### src/rtl/shifter_pkg.sv
// Shared types and constants for the CGIA pixel shifter.
// Holds the shift mode enum, bits-per-pixel constants and width defaults.
package shifter_pkg;

  localparam int DAT_W_DEF   = 16;
  localparam int COLOR_W_DEF = 8;

  localparam logic [3:0] BPP_1 = 4'd1;
  localparam logic [3:0] BPP_2 = 4'd2;
  localparam logic [3:0] BPP_4 = 4'd4;
  localparam logic [3:0] BPP_8 = 4'd8;

  typedef enum logic [2:0] {
    MODE_IDLE,
    MODE_1BPP,
    MODE_2BPP,
    MODE_4BPP,
    MODE_8BPP
  } mode_t;

  function automatic logic [3:0] bpp_of(mode_t m);
    logic [3:0] b;
    b = 4'd0;
    unique case (m)
      MODE_1BPP: b = BPP_1;
      MODE_2BPP: b = BPP_2;
      MODE_4BPP: b = BPP_4;
      MODE_8BPP: b = BPP_8;
      default:   b = 4'd0;
    endcase
    return b;
  endfunction

endpackage

### src/rtl/shifter_mode_dec.sv
// Priority encoder: shift flags -> mode and shift amount (8 > 4 > 2 > 1).
// Ports: shift1_i..shift8_i flags in; mode_o enum and shamt_o (0 = idle) out.
module shifter_mode_dec
  import shifter_pkg::*;
(
  input  logic       shift1_i,
  input  logic       shift2_i,
  input  logic       shift4_i,
  input  logic       shift8_i,
  output mode_t      mode_o,
  output logic [3:0] shamt_o
);

  // Several flags may be high at once, so this is a priority chain.
  always_comb begin
    mode_o = MODE_IDLE;
    case (1'b1)
      shift8_i: mode_o = MODE_8BPP;
      shift4_i: mode_o = MODE_4BPP;
      shift2_i: mode_o = MODE_2BPP;
      shift1_i: mode_o = MODE_1BPP;
      default:  mode_o = MODE_IDLE;
    endcase
  end

  assign shamt_o = bpp_of(mode_o);

endmodule

### src/rtl/shifter.sv
// Pixel shift register: loads a word, shifts it out MSB-first at 1/2/4/8 bpp.
// Ports: dotclk_i, rst_n_i (sync, active-low), dat_i, load_i,
//   shift1_i/shift2_i/shift4_i/shift8_i, color_o; empty_o with SHIFTER_EMPTY_EN.
module shifter
  import shifter_pkg::*;
#(
  parameter int DAT_W   = DAT_W_DEF,
  parameter int COLOR_W = COLOR_W_DEF
) (
  input  logic               dotclk_i,
  input  logic               rst_n_i,
  input  logic [DAT_W-1:0]   dat_i,
  input  logic               load_i,
  input  logic               shift1_i,
  input  logic               shift2_i,
  input  logic               shift4_i,
  input  logic               shift8_i,
`ifdef SHIFTER_EMPTY_EN
  output logic               empty_o,
`endif
  output logic [COLOR_W-1:0] color_o
);

  mode_t            mode;
  logic [3:0]       shamt;
  logic [DAT_W-1:0] sr_q;
  logic [DAT_W-1:0] sr_d;

  shifter_mode_dec u_dec (
    .shift1_i (shift1_i),
    .shift2_i (shift2_i),
    .shift4_i (shift4_i),
    .shift8_i (shift8_i),
    .mode_o   (mode),
    .shamt_o  (shamt)
  );

  // Idle decodes to a zero shift amount, so holding falls out naturally.
  always_comb begin
    sr_d = sr_q << shamt;
    if (load_i) sr_d = dat_i;
  end

  always_ff @(posedge dotclk_i) begin
    if (!rst_n_i) sr_q <= '0;
    else          sr_q <= sr_d;
  end

  always_comb begin
    color_o = '0;
    unique case (mode)
      MODE_1BPP: color_o = COLOR_W'(sr_q[DAT_W-1 -: 1]);
      MODE_2BPP: color_o = COLOR_W'(sr_q[DAT_W-1 -: 2]);
      MODE_4BPP: color_o = COLOR_W'(sr_q[DAT_W-1 -: 4]);
      MODE_8BPP: color_o = COLOR_W'(sr_q[DAT_W-1 -: 8]);
      default:   color_o = '0;
    endcase
  end

`ifdef SHIFTER_EMPTY_EN
  localparam int CNT_W = $clog2(DAT_W + 1);

  logic [CNT_W-1:0] cnt_q;
  logic [CNT_W-1:0] cnt_d;
  logic [CNT_W-1:0] step;

  assign step = CNT_W'(shamt);

  // Remaining bits saturate at zero once the word is drained.
  always_comb begin
    cnt_d = (cnt_q > step) ? cnt_q - step : '0;
    if (load_i) cnt_d = CNT_W'(DAT_W);
  end

  always_ff @(posedge dotclk_i) begin
    if (!rst_n_i) cnt_q <= '0;
    else          cnt_q <= cnt_d;
  end

  assign empty_o = (cnt_q == '0);
`endif

endmodule

### config.mk
export PLATFORM = sky130hd
export DESIGN_NAME = shifter
export DESIGN_NICKNAME = d
export VERILOG_FILES = /design/src/rtl/shifter_pkg.sv /design/src/rtl/shifter_mode_dec.sv /design/src/rtl/shifter.sv
export SDC_FILE = /design/constraint.sdc
export NUM_CORES = 1
export LEC_CHECK = 0
export CORE_UTILIZATION = 52
export CTS_BUF_LIST = sky130_fd_sc_hd__clkbuf_16
export DETAILED_ROUTE_END_ITERATION = 12
export PLACE_DENSITY = 0.85
export SYNTH_ARGS = -nofsm -noshare
export SYNTH_HDL_FRONTEND = slang
export SYNTH_SLANG_ARGS = --single-unit
export TNS_END_PERCENT = 30
### constraint.sdc
create_clock -name dotclk_i -period 1.88 [get_ports dotclk_i]
set_clock_uncertainty 0.05 [all_clocks]
set_input_delay 0.188 -clock dotclk_i [delete_from_list [all_inputs] [get_ports dotclk_i]]
set_output_delay 0.188 -clock dotclk_i [all_outputs]
set_load 0.02 [all_outputs]
**Word level (Yosys, flattened, before mapping)**

Cells that the tools add are included.

- Word-level logic and storage cells: 13
- Input port bits: 23
- Register bits: 16
- Output and inout port bits: 8

- Equality and inequality tests: 4
- Shift operators: 1
- Muxes and demuxes: 7

Operators with widths:

| operator | count |
|---|---|
| $pmux 8 s4 | 1 |
| $mux 16 | 1 |
| $pmux 4 s4 | 1 |
| $shl 16x4->16 | 1 |
| $mux 3 | 3 |
| $eq 3x2->1 const B | 2 |
| $eq 3x1->1 const B | 1 |
| $eq 3x3->1 const B | 1 |
| $mux 1 | 1 |

**Logic depth before layout (Yosys ltp)**

- Depth in word-level cells: 8
- Mapped depth: 5
- Depth with buffers taken out: 3

**Hierarchy**

Synthesis repeated with hierarchy kept, for this count alone.

- Cells, all modules: 158
- Area, all modules: 1457.6 um^2

By module, submodules not included:

| module | cells an instance | area each (um^2) | instances | sequential area each (um^2) |
|---|---|---|---|---|
| shifter | 148 | 1386.3 | 1 | 320.3 |
| shifter_mode_dec | 10 | 71.3 | 1 | 0.0 |

**Least setup slack after synthesis**

No wires, ideal clock.

- Path kind: input-to-output
- From: input shift2_i
- To: output color_o[1]
- Buffers on the path: 2
- Arrival: 1.280 ns
- Slack: 0.362 ns
- Stages: 4
- Data required time: 1.642 ns
- Path through: clkbuf_1 -> clkbuf_1 -> a31oi_1 -> o21ai_0

- Longest elaborated chain between the ends: 5
- Elaborated cells between the ends (all ways): 8
- Classes of those cells: eq/ne (4); mux (4)

Ends and longest elaborated chain:

| element | RTL line | RTL |
|---|---|---|
| from (decl) | shifter.sv:15 | `input logic shift2_i,` |
| $mux 3 * (3 in a row) | shifter_mode_dec.sv:17 | `case (1'b1)` |
| $eq 3x3->1, or another cell as far along | shifter.sv:51 | `unique case (mode)` |
| $pmux 8 s4 * | shifter.sv:51 |  |
| to (decl) | shifter.sv:21 | `output logic [COLOR_W-1:0] color_o` |

Every way passes the cells marked *; elsewhere a longest branch is shown, timed or not.

**Worst setup path in the final report**

- From: input shift4_i
- To: register sr_q[12]

- Longest elaborated chain between the ends: 6
- Elaborated cells between the ends (all ways): 9
- Classes of those cells: eq/ne (4); shift (1); mux (4)

Ends and longest elaborated chain:

| element | RTL line | RTL |
|---|---|---|
| from (decl) | shifter.sv:16 | `input logic shift4_i,` |
| $mux 3 * (2 in a row) | shifter_mode_dec.sv:17 |  |
| $eq 3x3->1, or another cell as far along | shifter_pkg.sv:24 | `unique case (m)` |
| $pmux 4 s4 * | shifter_pkg.sv:24 |  |
| $shl 16x4->16 * | shifter.sv:40 | `sr_d = sr_q << shamt;` |
| $mux 16 * | shifter.sv:41 | `if (load_i) sr_d = dat_i;` |
| to (signal assigned) | shifter.sv:46 | `else sr_q <= sr_d;` |
| to (decl) | shifter.sv:26 | `logic [DAT_W-1:0] sr_q;` |

Marks and branches as above.
A chain may end at the register's enable or synchronous reset.

==> summary.txt <==
Run status
  – Status: finished clean

Layout
  – Max FFs per register: 16
  – Area of the multi-input gates: 817 um2
  – Nets: 220
  – Biggest regs: sr_q: 16 flops
  – Register with the most flip-flops: sr_q
  – Diode count: 0
  – Filler cells: 168
  – Final std cells w/o fill: 224
  – Layout cells sized above 1: around 13%
  – Synth-to-Final Area Change: 41.8%
  – Register Area: 320 um2

Place
  – Pre-CTS setup slack: -119 ps
  – Placer Congestion: 0.917
  – HPWL reported at the end of detailed placement: 2810 um
  – Placed cell count: 220
  – # port buffers: 30

Setup path
  – CP Max Fanout: 6
  – Worst Path Arrival: 1890 ps
  – CP startpoint kind: input port
  – WP data required: 1940 ps
  – CP Class: input port to flip-flop
  – R2R setup slack: approximately 480 ps
  – R2R Path Start: sr_q[12]$_SDFF_PN0_
  – Worst setup EP type: flip-flop
  – Reg2reg end: sr_q[12]$_SDFF_PN0_
  – R2r worst-path depth: 3

Logic synthesis
  – Post-synth EDFFs: 0
  – Post-Synthesis Cell Area: around 1200 um2
  – Netlist cell types: 45
  – Syn_area_per_cell: ~7.7 um2
  – Synth area leaders: dfxtp_1, nor2b_1, o21ai_0
  – Syn Inst Count: 157
  – Syn. warnings: 0
  – Synth top area share: 26.4%
  – Most used DFF post-synth: dfxtp_1
  – Ys async rst share: 0%
  – Leading cell types by count after synthesis: dfxtp_1, nand2_1, nor2b_1
  – Area leader, netlist: dfxtp_1
  – Synthesis-stage register bit count: 16
  – Sequential area share after synthesis: 26.4%
  – Most common cell in the netlist: dfxtp_1
  – Syn_nets: 180

Route
  – Initial DRC count: 76
  – Drt wl/cell: 17.4 um
  – Total number of vias: roughly 1500
  – DR DRC count: 0
  – Drt pass-1 iters: 4
  – Number of nets still failing antenna checks after routing: 0
  – Drt via density: between 6 and 7
  – DRT Wirelength: 3890 um

STA
  – Max Fclk: 546 MHz
  – Final Hold Viols: 0
  – Final setup fails: 0
  – Final worst path period need: between 1500 and 2000 ps
  – RSZ-0062 raised after global routing: no
  – Slew HR: 55.2%
  – Max-slew violations: 0
  – Final worst path period share: 97.4%
  – Final worst slack: between 40 and 50 ps
  – Setup TNS: 0 ps
  – Worst slew pin tran: between 600 and 700 ps

Floorplan
  – Initial Util: 54.9%
  – FP Rows: 17
  – Full die area: 2530 um2
  – I/O pins: 31
  – Die Width: 50.3 um
  – Core area: 2210 um2
  – Die H: around 50 um

Global route
  – Number of global-route vias before repair: 1370
  – Grt ovf: 0
  – Initial antenna violation count: 0
  – GR Util All Layers: 32.9%
  – Pin count of the biggest net entering global routing: 26
  – Global-route wire length before repair: between 6000 and 7000 um

Min path
  – Hold_sp: dat_i[1]
  – WHS Endpoint: sr_q[1]$_SDFF_PN0_
  – Hold Path Depth: 3
  – HP Class: input port to flip-flop

Clock network
  – Clock Path Buffers: 2
  – Clk Latency, worst-skew pair: between 200 and 300 ps
  – CTS sink cnt: 16
  – Clk slew on worst S/H paths: 50 ps
  – Number of H-tree levels: 1
  – Hold_buf cts: 0
  – CTS tree: yes
  – Root buf cell: clkbuf_16
  – Total CTS buffers: 3

Power and ir drop
  – Internal power: 0.781 mW
  – Clock Power Share: 39.4%
  – Tot Pwr: 1.09 mW
  – Register share of total power: 36.4%
  – Sw power: 0.304 mW
  – Comb pwr share: 24.2%
  – Leakage power: 0.728 nW
  – VDD IR max: 0.000796 V
  – Switching fraction of total power: 28.0%
  – P per Cell Area: 631 nW/um2

Flow run
  – Maximum Capacitance Violations: 0
-- area by class of cell --
type / count / share of cell area, %
timing repair buffer: 49 / 26.2
sequential: 16 / 18.6
clock inverter: 1 / 0.218
inverter: 5 / 1.09
multi-input combinational: 122 / 47.5
clock buffer: 3 / 4.36
tap: 28 / 2.04
-- worst max-delay path by stage --
stage               depth (start not counted)  slack [ps]             endpoint     start
CTS                                         5         -30           color_o[1]  shift4_i
finish                                      5          50  sr_q[12]$_SDFF_PN0_  shift4_i
global route                                5           7  sr_q[12]$_SDFF_PN0_  shift4_i
floorplan                                   4         360           color_o[1]  shift2_i
detailed placement                          6        -120           color_o[0]  shift4_i
global placement                            6         -90           color_o[0]  shift4_i
-- repair_timing --
| item | 4_1_cts | 5_1_grt |
|---|---|---|
| endpoints found under the setup margin | 4 | 5 |
| buffers inserted | 0 | 0 |
| resized for setup | 4 | 5 |
-- cell usage in the layout (no fill, tap or decap), types with 2 or more instances in the layout --
master and count:
inv_1 4, o2111ai_1 3, o211ai_1 2, o221a_2 2, clkbuf_16 3, a221oi_1 3
o21ai_0 10, and3_1 3, dlygate4sd2_1 4, nor2b_1 12, nand3_1 3, clkdlybuf4s50_1 21
nand2_1 13, nand2b_1 6, nor4bb_1 2, o221ai_1 5, clkinv_1 2, mux2i_1 4
dfxtp_1 16, nor3b_1 2, o31a_1 2, a22oi_1 4, a21oi_1 4, nor2_1 5
nor3_1 4, a32o_1 2, a2111oi_0 5, o22ai_1 4, buf_4 19, and2_1 5
dlymetal6s2s_1 5
-- metrics by stage --
stage	area (um2)	hold WS (ps)	utilization, %
CTS	1710	442	77.2
detailed placement	1630	540	73.9
finish	1720	438	77.8
floorplan	1210	271	-
global placement	1630	530	73.9
global route	1720	481	77.8
-- power by group through the flow --
stage	registers, mW	logic, mW	clock network [mW]
finish	0.395	0.262	0.428
global route	0.397	0.285	0.444
CTS	0.393	0.261	0.429
detailed placement	0.399	0.264	0
global placement	0.399	0.257	0
floorplan	0.387	0.144	0
-- per-layer routing --
layer  GRT usage [%]  share of wire, %
met3            6.36               6.8
met4            14.4               3.4
met2            57.6                49
met5               0                 0
met1            38.5                40
-- cell families (layout without fill, tap and decap cells) --
group / Yosys count / count (layout) / share of synthesized area, %
flip-flops: 16 / 16 / 26.4
AND/OR/NAND/NOR: 60 / 60 / 28.2
AO/OA/AOI/OAI: 58 / 58 / 35.8
multiplexers: 4 / 4 / 3.30
buffers and inverters: 19 / 58 / 6.29
-- worst max-delay path, cell delays in order --
cell and delay [ps]:
clkdlybuf4s50_1 460, buf_4 180, or2_1 300, a2111oi_0 640, o31ai_1 110
No activity file was read; power rests on OpenSTA's default activity.
